[config.mk]
export PLATFORM = sky130hd
export DESIGN_NAME = fetch_unit
export DESIGN_NICKNAME = d
export VERILOG_FILES = /design/src/rtl/fetch_unit_pkg.sv /design/src/rtl/fetch_buffer.sv /design/src/rtl/fetch_unit.sv
export SDC_FILE = /design/constraint.sdc
export NUM_CORES = 1
export LEC_CHECK = 0
export ABC_CLOCK_PERIOD_IN_PS = 1900
export CAP_MARGIN = 20
export CORE_ASPECT_RATIO = 0.5
export CORE_MARGIN = 2
export CORE_UTILIZATION = 40
export CTS_BUF_LIST = sky130_fd_sc_hd__clkbuf_4
export CTS_CLUSTER_SIZE = 25
export DETAILED_ROUTE_END_ITERATION = 7
export PLACE_DENSITY = 0.8
export SKIP_CTS_REPAIR_TIMING = 1
export SLEW_MARGIN = 20
export SYNTH_ARGS = -nofsm -noshare
export SYNTH_HDL_FRONTEND = slang
export SYNTH_SLANG_ARGS = --single-unit
[constraint.sdc]
create_clock -name clk -period 1.9 [get_ports clk]
set_input_delay 0.285 -clock clk [delete_from_list [all_inputs] [get_ports clk]]
set_output_delay 0.285 -clock clk [all_outputs]
set_load 0.005 [all_outputs]
[src/rtl/fetch_unit_pkg.sv]
// Shared definitions for the KGP-RISC fetch stage: state encoding and
// default widths/step used by the fetch unit and its output buffer.
package fetch_unit_pkg;

  localparam int AWIDTH_DEF  = 32;
  localparam int DWIDTH_DEF  = 32;
  localparam int PC_STEP_DEF = 4;

  typedef enum logic [1:0] {
    ST_FETCH  = 2'd0,
    ST_WAIT   = 2'd1,
    ST_DRAIN  = 2'd2,
    ST_HALTED = 2'd3
  } fetch_state_t;

endpackage

[src/rtl/fetch_buffer.sv]
// One-entry valid/ready output register of the fetch stage. Holds the
// instruction, its PC and the precomputed sequential PC.
import fetch_unit_pkg::*;

module fetch_buffer #(
  parameter int AWIDTH  = AWIDTH_DEF,
  parameter int DWIDTH  = DWIDTH_DEF,
  parameter int PC_STEP = PC_STEP_DEF
) (
  input  logic              clk,
  input  logic              rst,
  input  logic              load,
  input  logic              flush,
  input  logic              consume,
  input  logic [DWIDTH-1:0] load_instr,
  input  logic [AWIDTH-1:0] load_pc,
  output logic              valid,
  output logic [DWIDTH-1:0] instr,
  output logic [AWIDTH-1:0] pc,
  output logic [AWIDTH-1:0] pc_next
);

  localparam logic [AWIDTH-1:0] STEP = AWIDTH'(PC_STEP);

  // Flush beats a reload; a reload in the consume cycle keeps valid high.
  always_ff @(posedge clk) begin
    if (rst) begin
      valid   <= 1'b0;
      instr   <= '0;
      pc      <= '0;
      pc_next <= STEP;
    end else if (flush) begin
      valid <= 1'b0;
    end else if (load) begin
      valid   <= 1'b1;
      instr   <= load_instr;
      pc      <= load_pc;
      pc_next <= load_pc + STEP;
    end else if (consume) begin
      valid <= 1'b0;
    end
  end

endmodule

[src/rtl/fetch_unit.sv]
// KGP-RISC instruction fetch: PC register, single-outstanding memory
// request FSM, redirect/halt handling, feeding a one-entry output buffer.
import fetch_unit_pkg::*;

module fetch_unit #(
  parameter int                AWIDTH   = AWIDTH_DEF,
  parameter int                DWIDTH   = DWIDTH_DEF,
  parameter logic [AWIDTH-1:0] RESET_PC = '0,
  parameter int                PC_STEP  = PC_STEP_DEF
) (
  input  logic              clk,
  input  logic              rst,
  output logic              imem_req,
  output logic [AWIDTH-1:0] imem_addr,
  input  logic              imem_rvalid,
  input  logic [DWIDTH-1:0] imem_rdata,
  output logic              instr_valid,
  input  logic              instr_ready,
  output logic [DWIDTH-1:0] instr,
  output logic [AWIDTH-1:0] instr_pc,
  output logic [AWIDTH-1:0] instr_pc_next,
  input  logic              redirect,
  input  logic [AWIDTH-1:0] redirect_pc,
  input  logic              halt
);

  localparam logic [AWIDTH-1:0] STEP = AWIDTH'(PC_STEP);

  fetch_state_t      state, state_d;
  logic [AWIDTH-1:0] pc, pc_d;
  logic              load;

  // State and PC registers.
  always_ff @(posedge clk) begin
    if (rst) begin
      state <= ST_FETCH;
      pc    <= RESET_PC;
    end else begin
      state <= state_d;
      pc    <= pc_d;
    end
  end

  // Next state, PC update, buffer load and request generation.
  always_comb begin
    state_d  = state;
    pc_d     = pc;
    load     = 1'b0;
    imem_req = (state == ST_FETCH) && !redirect && !halt
               && (!instr_valid || instr_ready);
    if (redirect) begin
      pc_d = redirect_pc;
    end else if ((state == ST_WAIT) && imem_rvalid) begin
      pc_d = pc + STEP;
      load = 1'b1;
    end else begin
      pc_d = pc;
    end
    case (state)
      ST_FETCH: begin
        if (redirect || halt) begin
          state_d = halt ? ST_HALTED : ST_FETCH;
        end else if (imem_req) begin
          state_d = ST_WAIT;
        end else begin
          state_d = ST_FETCH;
        end
      end
      ST_WAIT: begin
        // A redirect racing the response drops it; otherwise wait it out in DRAIN.
        if (redirect) begin
          state_d = imem_rvalid ? ST_FETCH : ST_DRAIN;
        end else if (imem_rvalid) begin
          state_d = halt ? ST_HALTED : ST_FETCH;
        end else begin
          state_d = ST_WAIT;
        end
      end
      ST_DRAIN: begin
        if (!redirect && imem_rvalid) begin
          state_d = halt ? ST_HALTED : ST_FETCH;
        end else begin
          state_d = ST_DRAIN;
        end
      end
      ST_HALTED: begin
        state_d = halt ? ST_HALTED : ST_FETCH;
      end
      default: begin
        state_d = ST_FETCH;
      end
    endcase
  end

  assign imem_addr = pc;

  fetch_buffer #(
    .AWIDTH (AWIDTH),
    .DWIDTH (DWIDTH),
    .PC_STEP(PC_STEP)
  ) u_buf (
    .clk       (clk),
    .rst       (rst),
    .load      (load),
    .flush     (redirect),
    .consume   (instr_valid && instr_ready),
    .load_instr(imem_rdata),
    .load_pc   (pc),
    .valid     (instr_valid),
    .instr     (instr),
    .pc        (instr_pc),
    .pc_next   (instr_pc_next)
  );

endmodule
Word level (Yosys, flattened, before mapping)

Index checks and enable logic that the tools add are counted.

Register bits after elaboration: 131
Bits of input ports: 70
Output and inout port bits: 130
Logic and storage cells: 41

Add/sub/neg operators: 1
Equal/unequal tests: 3
Mux-type cells: 14
Bitwise gates (word level): 1
Reduce and logical (&&, ||, !) cells: 16

Operators by type and width:

| operator              | count |
|---|---|
| $mux 32               | 2 |
| $add 32x3->32 const B | 1 |
| $mux 2                | 6 |
| $pmux 2 s4            | 1 |
| $logic_and 1x1->1     | 6 |
| $mux 1                | 5 |
| $eq 2x2->1 const B    | 2 |
| $reduce_bool 2->1     | 2 |
| $logic_not 1->1       | 3 |
| $eq 2x1->1 const B    | 1 |
| $logic_not 2->1       | 1 |
| $logic_or 1x1->1      | 2 |
| $reduce_and 2->1      | 1 |
| $reduce_or 2->1       | 1 |
| $not 1->1             | 1 |

Depth between registers and ports, before layout

Gate-level depths: netlist of the first run.

Depth after elaboration: 7
Depth in mapped cells: 7
Depth with buffers taken out: 5

Hierarchy

A second synthesis of the first run with hierarchy kept.

Cells, all modules: 729
Area total of the unflattened synthesis: 5888.1 µm²

By module, submodules not included:

| module       | times used | cells each | area an instance (µm²) | sequential area each (µm²) |
|---|---|---|---|---|
| fetch_buffer | 1          | 480        | 3842.4                 | 1901.8 |
| fetch_unit   | 1          | 249        | 2045.7                 | 680.7 |

Worst setup path after synthesis of the first run

No wires, ideal clock.

Kind: register to register
Start: reg pc[13], in the netlist imem_addr[13]
End: reg u_buf.pc_next[24]
Data arrival time: 1.944 ns
Slack: -0.135 ns
Cell stages (with the launch flop): 7
Path buffers: 2
Period minus slack after synthesis: 2.035 ns
Cell sequence: dfxtp_1 buf_2 nand4_4 or4_4 buf_6 or4_1 a311oi_1

Cells in the longest elaborated chain, start to end: 1

Ends and longest elaborated chain:

| item                   | line               | text |
|---|---|---|
| from (decl)            | fetch_unit.sv:30   | `logic [AWIDTH-1:0] pc, pc_d;` |
| from (signal assigned) | fetch_unit.sv:40   | `pc <= pc_d;` |
| $add 32x3->32          | fetch_buffer.sv:38 | `pc_next <= load_pc + STEP;` |
| to (signal assigned)   | fetch_buffer.sv:38 |  |
| to (decl)              | fetch_buffer.sv:20 | `output logic [AWIDTH-1:0] pc_next` |

Every way passes these cells.
A chain may end at the register's enable or synchronous reset.

Worst setup path in the final report of the first run

Start: reg pc[9], in the netlist imem_addr[9]
End: reg pc[28], in the netlist imem_addr[28]

Cells in the longest elaborated chain, start to end: 3

Ends and longest elaborated chain:

| item          | line             | text |
|---|---|---|
| $add 32x3->32 | fetch_unit.sv:54 | `pc_d = pc + STEP;` |
| $mux 32       | fetch_unit.sv:53 | `end else if ((state == ST_WAIT) && imem_rvalid) begin` |
| $mux 32       | fetch_unit.sv:51 | `if (redirect) begin` |

Every way passes these cells. The select of a mux whose other input is x is not followed.

==> impl_metrics.prom, run 1 <==
# TYPE chip_impl_metric gauge
chip_impl_metric{name="die_x",unit="um"} 174
chip_impl_metric{name="firstDrtPassIters",unit=""} 5
chip_impl_metric{name="syn_area_per_cell",unit="um^2"} 7.94
chip_impl_info{name="yosysMostFrequentCell",value="sky130_fd_sc_hd__nand2_1"} 1
chip_impl_metric{name="maxSlewViolCount",unit=""} 0
chip_impl_metric{name="numCtsBuffers",unit=""} 17
chip_impl_metric{name="initial_drt_markers",unit=""} 509
chip_impl_metric{name="synth_seq_cells",unit=""} 129
chip_impl_info{name="synthTopCellsByCount",value="sky130_fd_sc_hd__nand2_1, sky130_fd_sc_hd__dfxtp_1, sky130_fd_sc_hd__a21oi_1"} 1
chip_impl_metric{name="crit_fanout",unit=""} 7
chip_impl_metric{name="async_flop_share",unit="%"} 0
chip_impl_metric{name="synth_top_area_share",unit="%"} 44.9
chip_impl_metric{name="vias",unit=""} 6586
chip_impl_metric{name="instances_no_fill",unit=""} 1193
chip_impl_metric{name="globalplace.congestion",unit=""} 0.911
chip_impl_metric{name="worst-endpoint-arrival",unit="ps"} 2450
chip_impl_metric{name="grt_pass1_wl",unit="um"} 31300
chip_impl_metric{name="design.final.nets",unit=""} 1060
chip_impl_metric{name="synth-edff-count",unit=""} 0
chip_impl_info{name="cts_tree",value="done"} 1
chip_impl_metric{name="std_cell_rows",unit=""} 30
chip_impl_metric{name="worst_setup_hold_path_clk_slew",unit="ps"} 120
chip_impl_metric{name="total_die_area",unit="mm^2"} 0.0154
chip_impl_info{name="path_class",value="flip-flop to flip-flop"} 1
chip_impl_metric{name="finalSetupViolations",unit=""} 11
chip_impl_metric{name="yosys.cell_types.count",unit=""} 50
chip_impl_metric{name="pwr_per_cell_area",unit="mW/mm^2"} 646
chip_impl_metric{name="grt_max_degree",unit=""} 81
chip_impl_metric{name="h-tree-depth",unit=""} 4
chip_impl_info{name="cts_root_buf",value="sky130_fd_sc_hd__clkbuf_4"} 1
chip_impl_info{name="setup.worst_path.start_class",value="flip-flop"} 1
chip_impl_metric{name="synth_warnings",unit=""} 0
chip_impl_metric{name="fin_worst_skew",unit="ps"} 14.6
chip_impl_metric{name="post_route_cells_drive_above_1_share",unit="%"} 20.5
chip_impl_metric{name="ant_nets",unit=""} 0
chip_impl_metric{name="vias_per_cell",unit=""} 5.52
chip_impl_metric{name="globalRoute.totalOverflow",unit=""} 0
chip_impl_metric{name="wirelength",unit="um"} 20800
chip_impl_info{name="post_synth_main_area_contributors",value="sky130_fd_sc_hd__dfxtp_1, sky130_fd_sc_hd__nand2_1, sky130_fd_sc_hd__a21oi_1"} 1
chip_impl_info{name="hold_path.class",value="input pin to flip-flop"} 1
chip_impl_metric{name="clockBufferDepth",unit=""} 2
chip_impl_metric{name="fin_crit",unit="ps"} 2010
chip_impl_metric{name="r2r_slack",unit="ps"} -110
chip_impl_metric{name="initial_core_utilization",unit="%"} 41.6
chip_impl_info{name="synth-main-ff-cell",value="sky130_fd_sc_hd__dfxtp_1"} 1
chip_impl_metric{name="layout_overhead_on_the_synthesized_area",unit="%"} 60.1
chip_impl_metric{name="min_period_over_period",unit="%"} 106
chip_impl_metric{name="die_height",unit="um"} 88.8
chip_impl_metric{name="maxCapViolCount",unit=""} 0
chip_impl_metric{name="leakagePower",unit="nW"} 3.18
chip_impl_metric{name="finished_core_util",unit="%"} 66.7
chip_impl_metric{name="cts_sinks",unit=""} 129
chip_impl_metric{name="fmax",unit="GHz"} 0.497
chip_impl_metric{name="synth_nets",unit=""} 796
chip_impl_metric{name="timing.max_slew.rel_slack",unit="%"} 69.2
chip_impl_info{name="rsz_0062_raised_after_global_routing",value="true"} 1
chip_impl_metric{name="setup_ws",unit="ps"} -110
chip_impl_metric{name="dp.final_hpwl",unit="um"} 14700
chip_impl_metric{name="cp.required",unit="ps"} 2330
chip_impl_metric{name="ir_worst_vdd",unit="mV"} 0.458
chip_impl_metric{name="synth_seq_area_share",unit="%"} 44.9
chip_impl_metric{name="synthesis.instances",unit=""} 725
chip_impl_metric{name="fp.coreArea",unit="mm^2"} 0.0138
chip_impl_metric{name="placement.io_buffers",unit=""} 199
chip_impl_metric{name="detail_route.drc_violations",unit=""} 0
chip_impl_metric{name="grt.total_usage",unit="%"} 25.5
chip_impl_info{name="failed_checks",value="negative setup slack"} 1
chip_impl_info{name="netlist.top_cell.by_area",value="sky130_fd_sc_hd__dfxtp_1"} 1
chip_impl_info{name="outcome",value="finished with violations"} 1
chip_impl_metric{name="antenna_cells_inserted",unit=""} 0
chip_impl_metric{name="io_pins",unit=""} 200
chip_impl_metric{name="timing_worst_slew_pin_value",unit="ps"} 462
chip_impl_metric{name="post_synth_instance_area",unit="mm^2"} 0.00575
chip_impl_metric{name="final_hold_viol_count",unit=""} 0
chip_impl_metric{name="clock_latency",unit="ps"} 530
chip_impl_metric{name="total_instance_count_after_detailed_placement",unit=""} 1151
chip_impl_metric{name="wl_per_cell",unit="um"} 17.4
chip_impl_metric{name="first_global_vias",unit=""} 5985
chip_impl_metric{name="initial_antenna_violation_count",unit=""} 0
chip_impl_info{name="setup.worst_path.end_class",value="flip-flop"} 1
-- power by group --
part	internal (W)	leakage, nW	switching, W	total, W
Sequential	0.00282	1.06	0.0000919	0.00291
Clock	0.000902	0.153	0.00110	0.00200
Combinational	0.000572	1.97	0.000465	0.00104
Total	0.00429	3.18	0.00166	0.00595
-- cell families after synthesis --
group / share of synthesized area (%)
AND/OR/NAND/NOR: 26.3
AO/OA/AOI/OAI: 19.2
flip-flops: 44.9
buffers and inverters: 5.72
XOR/XNOR: 3.20
multiplexers: 0.522
adder cells (fa/ha/maj): 0.217
-- area by class of cell --
cell class                      instances  area [um^2]
Clock inverter                         14          166
Timing Repair Buffer                  313         2990
Sequential cell                       129         2630
Multi-Input combinational cell        518         3020
Tap cell                              192          240
Inverter                               10         37.5
Fill cell                            1128         4600
Clock buffer                           17          128
-- placed cells by master, fill, tap and decap left out, types with 13 or more instances in the layout --
| cell | instances |
|---|---|
| sky130_fd_sc_hd__o31ai_1 | 13 |
| sky130_fd_sc_hd__buf_4 | 95 |
| sky130_fd_sc_hd__nand2_1 | 152 |
| sky130_fd_sc_hd__dfxtp_1 | 101 |
| sky130_fd_sc_hd__nand3_1 | 19 |
| sky130_fd_sc_hd__xnor2_1 | 15 |
| sky130_fd_sc_hd__o21ai_0 | 16 |
| sky130_fd_sc_hd__clkbuf_4 | 17 |
| sky130_fd_sc_hd__clkdlybuf4s50_1 | 194 |
| sky130_fd_sc_hd__a311oi_1 | 20 |
| sky130_fd_sc_hd__nor2_1 | 58 |
| sky130_fd_sc_hd__a211oi_1 | 23 |
| sky130_fd_sc_hd__dfxtp_2 | 23 |
| sky130_fd_sc_hd__a21oi_1 | 75 |
-- per-stage QoR --
stage / setup TNS, ps / setup WS, ps / instance area (um^2) / hold WS [ps] / total power, W
2_1_floorplan: -249 / -62.5 / 5840 / 421 / 0.00335
3_3_place_gp: -16160 / -252 / 8600 / 440 / 0.00392
3_5_place_dp: -19720 / -266 / 8600 / 447 / 0.00394
4_1_cts: -2320 / -346 / 8900 / -3.91 / 0.00592
5_1_grt: -1150 / -159 / 9210 / -6.37 / 0.00617
6_report: -613 / -110 / 9210 / 26.0 / 0.00595
-- metal layers --
metal	track usage [%]	up-vias	routed length [um]
met1	33.4	3099	8870
met2	42.0	320	9640
met4	9.63	0	475
met5	0	-	0
met3	5.63	55	1810
li1	-	3112	-
-- registers in the layout (all words and copies together), names as in the netlist --
name	cells
imem_addr	32
u_buf.instr	32
u_buf.pc_next	32
u_buf.pc	30
state	2
u_buf.valid	1
-- worst max-delay path, stage by stage (launching register included) --
cell	delay (ps)
sky130_fd_sc_hd__dfxtp_2	370
sky130_fd_sc_hd__nand4_1	110
sky130_fd_sc_hd__buf_6	150
sky130_fd_sc_hd__or4_4	600
sky130_fd_sc_hd__or4_1	490
sky130_fd_sc_hd__a311oi_1	200
-- final timing paths --
path	startpoint	to	depth (start not counted)
setup reg to reg	imem_addr[9]	imem_addr[28]	5
setup / recovery	imem_addr[9]	imem_addr[28]	5
hold reg to reg	u_buf.instr[1]	u_buf.instr[1]	2
hold / removal	rst	imem_addr[21]	2
(Power assumes the default switching activity.)
==> run 2: changes to the inputs <==
Settings changed: ABC_CLOCK_PERIOD_IN_PS 1900 to 2050, CORE_ASPECT_RATIO 0.5 to 0.9, CTS_CLUSTER_DIAMETER set to 60, PLACE_DENSITY 0.8 to 0.77.
Clock period 1.9 ns to 2.05 ns, I/O delays scaled along.
==> impl_metrics.prom, run 2 (synthesized netlist as in run 1, its figures left out) <==
# TYPE chip_impl_metric gauge
chip_impl_metric{name="finished_core_util",unit="%"} 62.6
chip_impl_info{name="cts_tree",value="done"} 1
chip_impl_metric{name="total_die_area",unit="mm^2"} 0.0154
chip_impl_metric{name="die_height",unit="um"} 118
chip_impl_metric{name="netSwitchingPower",unit="W"} 0.00141
chip_impl_metric{name="wl_per_cell",unit="um"} 16.2
chip_impl_metric{name="die_x",unit="um"} 130
chip_impl_metric{name="detail_route.drc_violations",unit=""} 0
chip_impl_metric{name="initial_drt_markers",unit=""} 473
chip_impl_metric{name="grt.total_usage",unit="%"} 24.3
chip_impl_metric{name="share_comb_of_total_power",unit="%"} 16.4
chip_impl_info{name="most_common_library_cell_in_the_layout_ignoring_fill_and_taps",value="sky130_fd_sc_hd__clkdlybuf4s50_1"} 1
chip_impl_metric{name="critical_path.n_buffers_inverters",unit=""} 0
chip_impl_metric{name="clockBufferDepth",unit=""} 2
chip_impl_metric{name="leakagePower",unit="nW"} 3.01
chip_impl_info{name="path_class",value="flip-flop to flip-flop"} 1
chip_impl_metric{name="dp.final_hpwl",unit="um"} 13800
chip_impl_metric{name="layout.area.seq",unit="mm^2"} 0.00259
chip_impl_metric{name="cp.required",unit="ps"} 2510
chip_impl_metric{name="vias",unit=""} 6235
chip_impl_metric{name="fillCellCount",unit=""} 1282
chip_impl_metric{name="crit_fanout",unit=""} 7
chip_impl_info{name="layout_common_cells",value="sky130_fd_sc_hd__clkdlybuf4s50_1, sky130_fd_sc_hd__nand2_1, sky130_fd_sc_hd__dfxtp_1"} 1
chip_impl_metric{name="timing_worst_slew_pin_value",unit="ps"} 483
chip_impl_metric{name="firstDrtPassIters",unit=""} 5
chip_impl_metric{name="io_pins",unit=""} 200
chip_impl_metric{name="maxSlewViolCount",unit=""} 0
chip_impl_info{name="cp_slowest_cell",value="sky130_fd_sc_hd__or4_4"} 1
chip_impl_metric{name="globalRoute.totalOverflow",unit=""} 0
chip_impl_metric{name="clock_latency",unit="ps"} 550
chip_impl_metric{name="fmax",unit="GHz"} 0.497
chip_impl_metric{name="pwr_per_cell_area",unit="mW/mm^2"} 623
chip_impl_metric{name="area_post_placement",unit="mm^2"} 0.00843
chip_impl_metric{name="min_period_over_period",unit="%"} 98.1
chip_impl_metric{name="r2r_slack",unit="ps"} 40
chip_impl_info{name="hold_path.class",value="input pin to flip-flop"} 1
chip_impl_metric{name="final_hold_viol_count",unit=""} 0
chip_impl_metric{name="initial_antenna_violation_count",unit=""} 0
chip_impl_info{name="setup.worst_path.start_class",value="flip-flop"} 1
chip_impl_metric{name="finalSetupViolations",unit=""} 0
chip_impl_info{name="outcome",value="finished, final reports clean"} 1
chip_impl_metric{name="fin_worst_skew",unit="ps"} 15.3
chip_impl_metric{name="cts_sinks",unit=""} 129
chip_impl_metric{name="wirelength",unit="um"} 18900
chip_impl_metric{name="design.final.nets",unit=""} 1035
chip_impl_metric{name="antenna_cells_inserted",unit=""} 0
chip_impl_metric{name="layout_overhead_on_the_synthesized_area",unit="%"} 52.8
chip_impl_metric{name="max_stage_delay",unit="ps"} 540
chip_impl_metric{name="worst_setup_hold_path_clk_slew",unit="ps"} 110
chip_impl_metric{name="globalplace.congestion",unit=""} 0.887
chip_impl_metric{name="first_global_vias",unit=""} 5566
chip_impl_metric{name="vias_per_cell",unit=""} 5.33
chip_impl_metric{name="placement.io_buffers",unit=""} 199
chip_impl_metric{name="fin_crit",unit="ps"} 2010
chip_impl_info{name="cts_root_buf",value="sky130_fd_sc_hd__clkbuf_4"} 1
chip_impl_metric{name="timing.max_slew.rel_slack",unit="%"} 67.8
chip_impl_metric{name="post_route_cells_drive_above_1_share",unit="%"} 14.5
chip_impl_info{name="setup.worst_path.end_class",value="flip-flop"} 1
chip_impl_info{name="cp_cell_sequence",value="nand4_1 > or4_4 > or4_1 > a311oi_2"} 1
chip_impl_metric{name="maxCapViolCount",unit=""} 0
chip_impl_metric{name="post-route-cell-area",unit="mm^2"} 0.00879
chip_impl_info{name="cp_top_family",value="simple AND/OR/NAND/NOR gates"} 1
chip_impl_metric{name="multi_input_comb_area",unit="mm^2"} 0.00289
chip_impl_metric{name="switching_part_of_the_total",unit="%"} 25.8
chip_impl_metric{name="grt_pass1_wl",unit="um"} 29300
chip_impl_metric{name="std_cell_rows",unit=""} 41
chip_impl_metric{name="worst-endpoint-arrival",unit="ps"} 2470
chip_impl_metric{name="power.clock.fraction",unit="%"} 34.5
chip_impl_metric{name="initial_core_utilization",unit="%"} 40.9
chip_impl_metric{name="fp.coreArea",unit="mm^2"} 0.0141
chip_impl_metric{name="grt_max_degree",unit=""} 46
chip_impl_metric{name="h-tree-depth",unit=""} 4
chip_impl_metric{name="internal_power",unit="W"} 0.00406
chip_impl_metric{name="power_frac_seq",unit="%"} 49.1
chip_impl_metric{name="numCtsBuffers",unit=""} 17
chip_impl_metric{name="ir_worst_vdd",unit="mV"} 0.464
chip_impl_metric{name="ant_nets",unit=""} 0
run 2: cell count changes in the layout (fill, tap and decap cells not counted), sizes merged:
cell,previous run,this run
or4,17,15
dlymetal6s2s,4,2
inv,10,9
clkdlybuf4s50,194,196
bufinv,3,4
clkbuf,17,18
buf,115,92
run 2: worst paths after layout:
check | start | to | cells past startpoint
worst max register to register | imem_addr[11] | imem_addr[31] | 4
worst min register to register | u_buf.instr[26] | u_buf.instr[26] | 2
worst max-delay path | imem_addr[11] | imem_addr[31] | 4
worst min-delay path | rst | imem_addr[1] | 2
run 2: worst reg2reg max path, delay by kind of cell, from the launching register on:
family	cells	cell delay, ps
and+or+nand+nor	3	1300
AOI/OAI and AO/OA	1	260
DFF	1	360
run 2: final cells by class:
| type | count | area share (%) |
|---|---|---|
| Clock buffer | 18 | 1.54 |
| Clock inverter | 14 | 1.94 |
| Inverter | 10 | 0.427 |
| Multi-Input combinational cell | 516 | 32.8 |
| Tap cell | 193 | 2.75 |
| Sequential cell | 129 | 29.5 |
| Timing Repair Buffer | 290 | 31.0 |
run 2: metal layers:
metal  global-route usage [%]  wire (um)  up-vias
li1                         -          -     3060
met1                     33.0       8330     2909
met2                     38.5       8850      244
met3                     5.64       1450       22
met4                     6.91        303        0
met5                        0          0        -
run 2: power groups by stage:
stage	combinational, W	sequential (W)	clock (W)
after floorplan	0.000337	0.00275	0
after global placement	0.000866	0.00274	0
after detailed placement	0.000879	0.00274	0
after CTS	0.000884	0.00269	0.00192
after global routing	0.000970	0.00270	0.00202
final	0.000897	0.00269	0.00189
run 2: stage by stage:
step           hold slack [ps]  setup TNS, ps  instances  setup slack, ps  power [W]
2_1_floorplan              443              0        725             14.8    0.00309
3_3_place_gp               441          -2150       1136             -110    0.00361
3_5_place_dp               446          -3650       1136             -156    0.00362
4_1_cts                    173           -245       1168             -230    0.00550
5_1_grt                    206          -2.97       1170            -2.97    0.00569
6_report                   206              0       1170             38.7    0.00548
==> run 3: changes to the inputs <==
Settings changed: CTS_CLUSTER_SIZE 25 to 28.
==> results of run 3 <==
Final layout, timing and power as in run 2 (identical DEF).
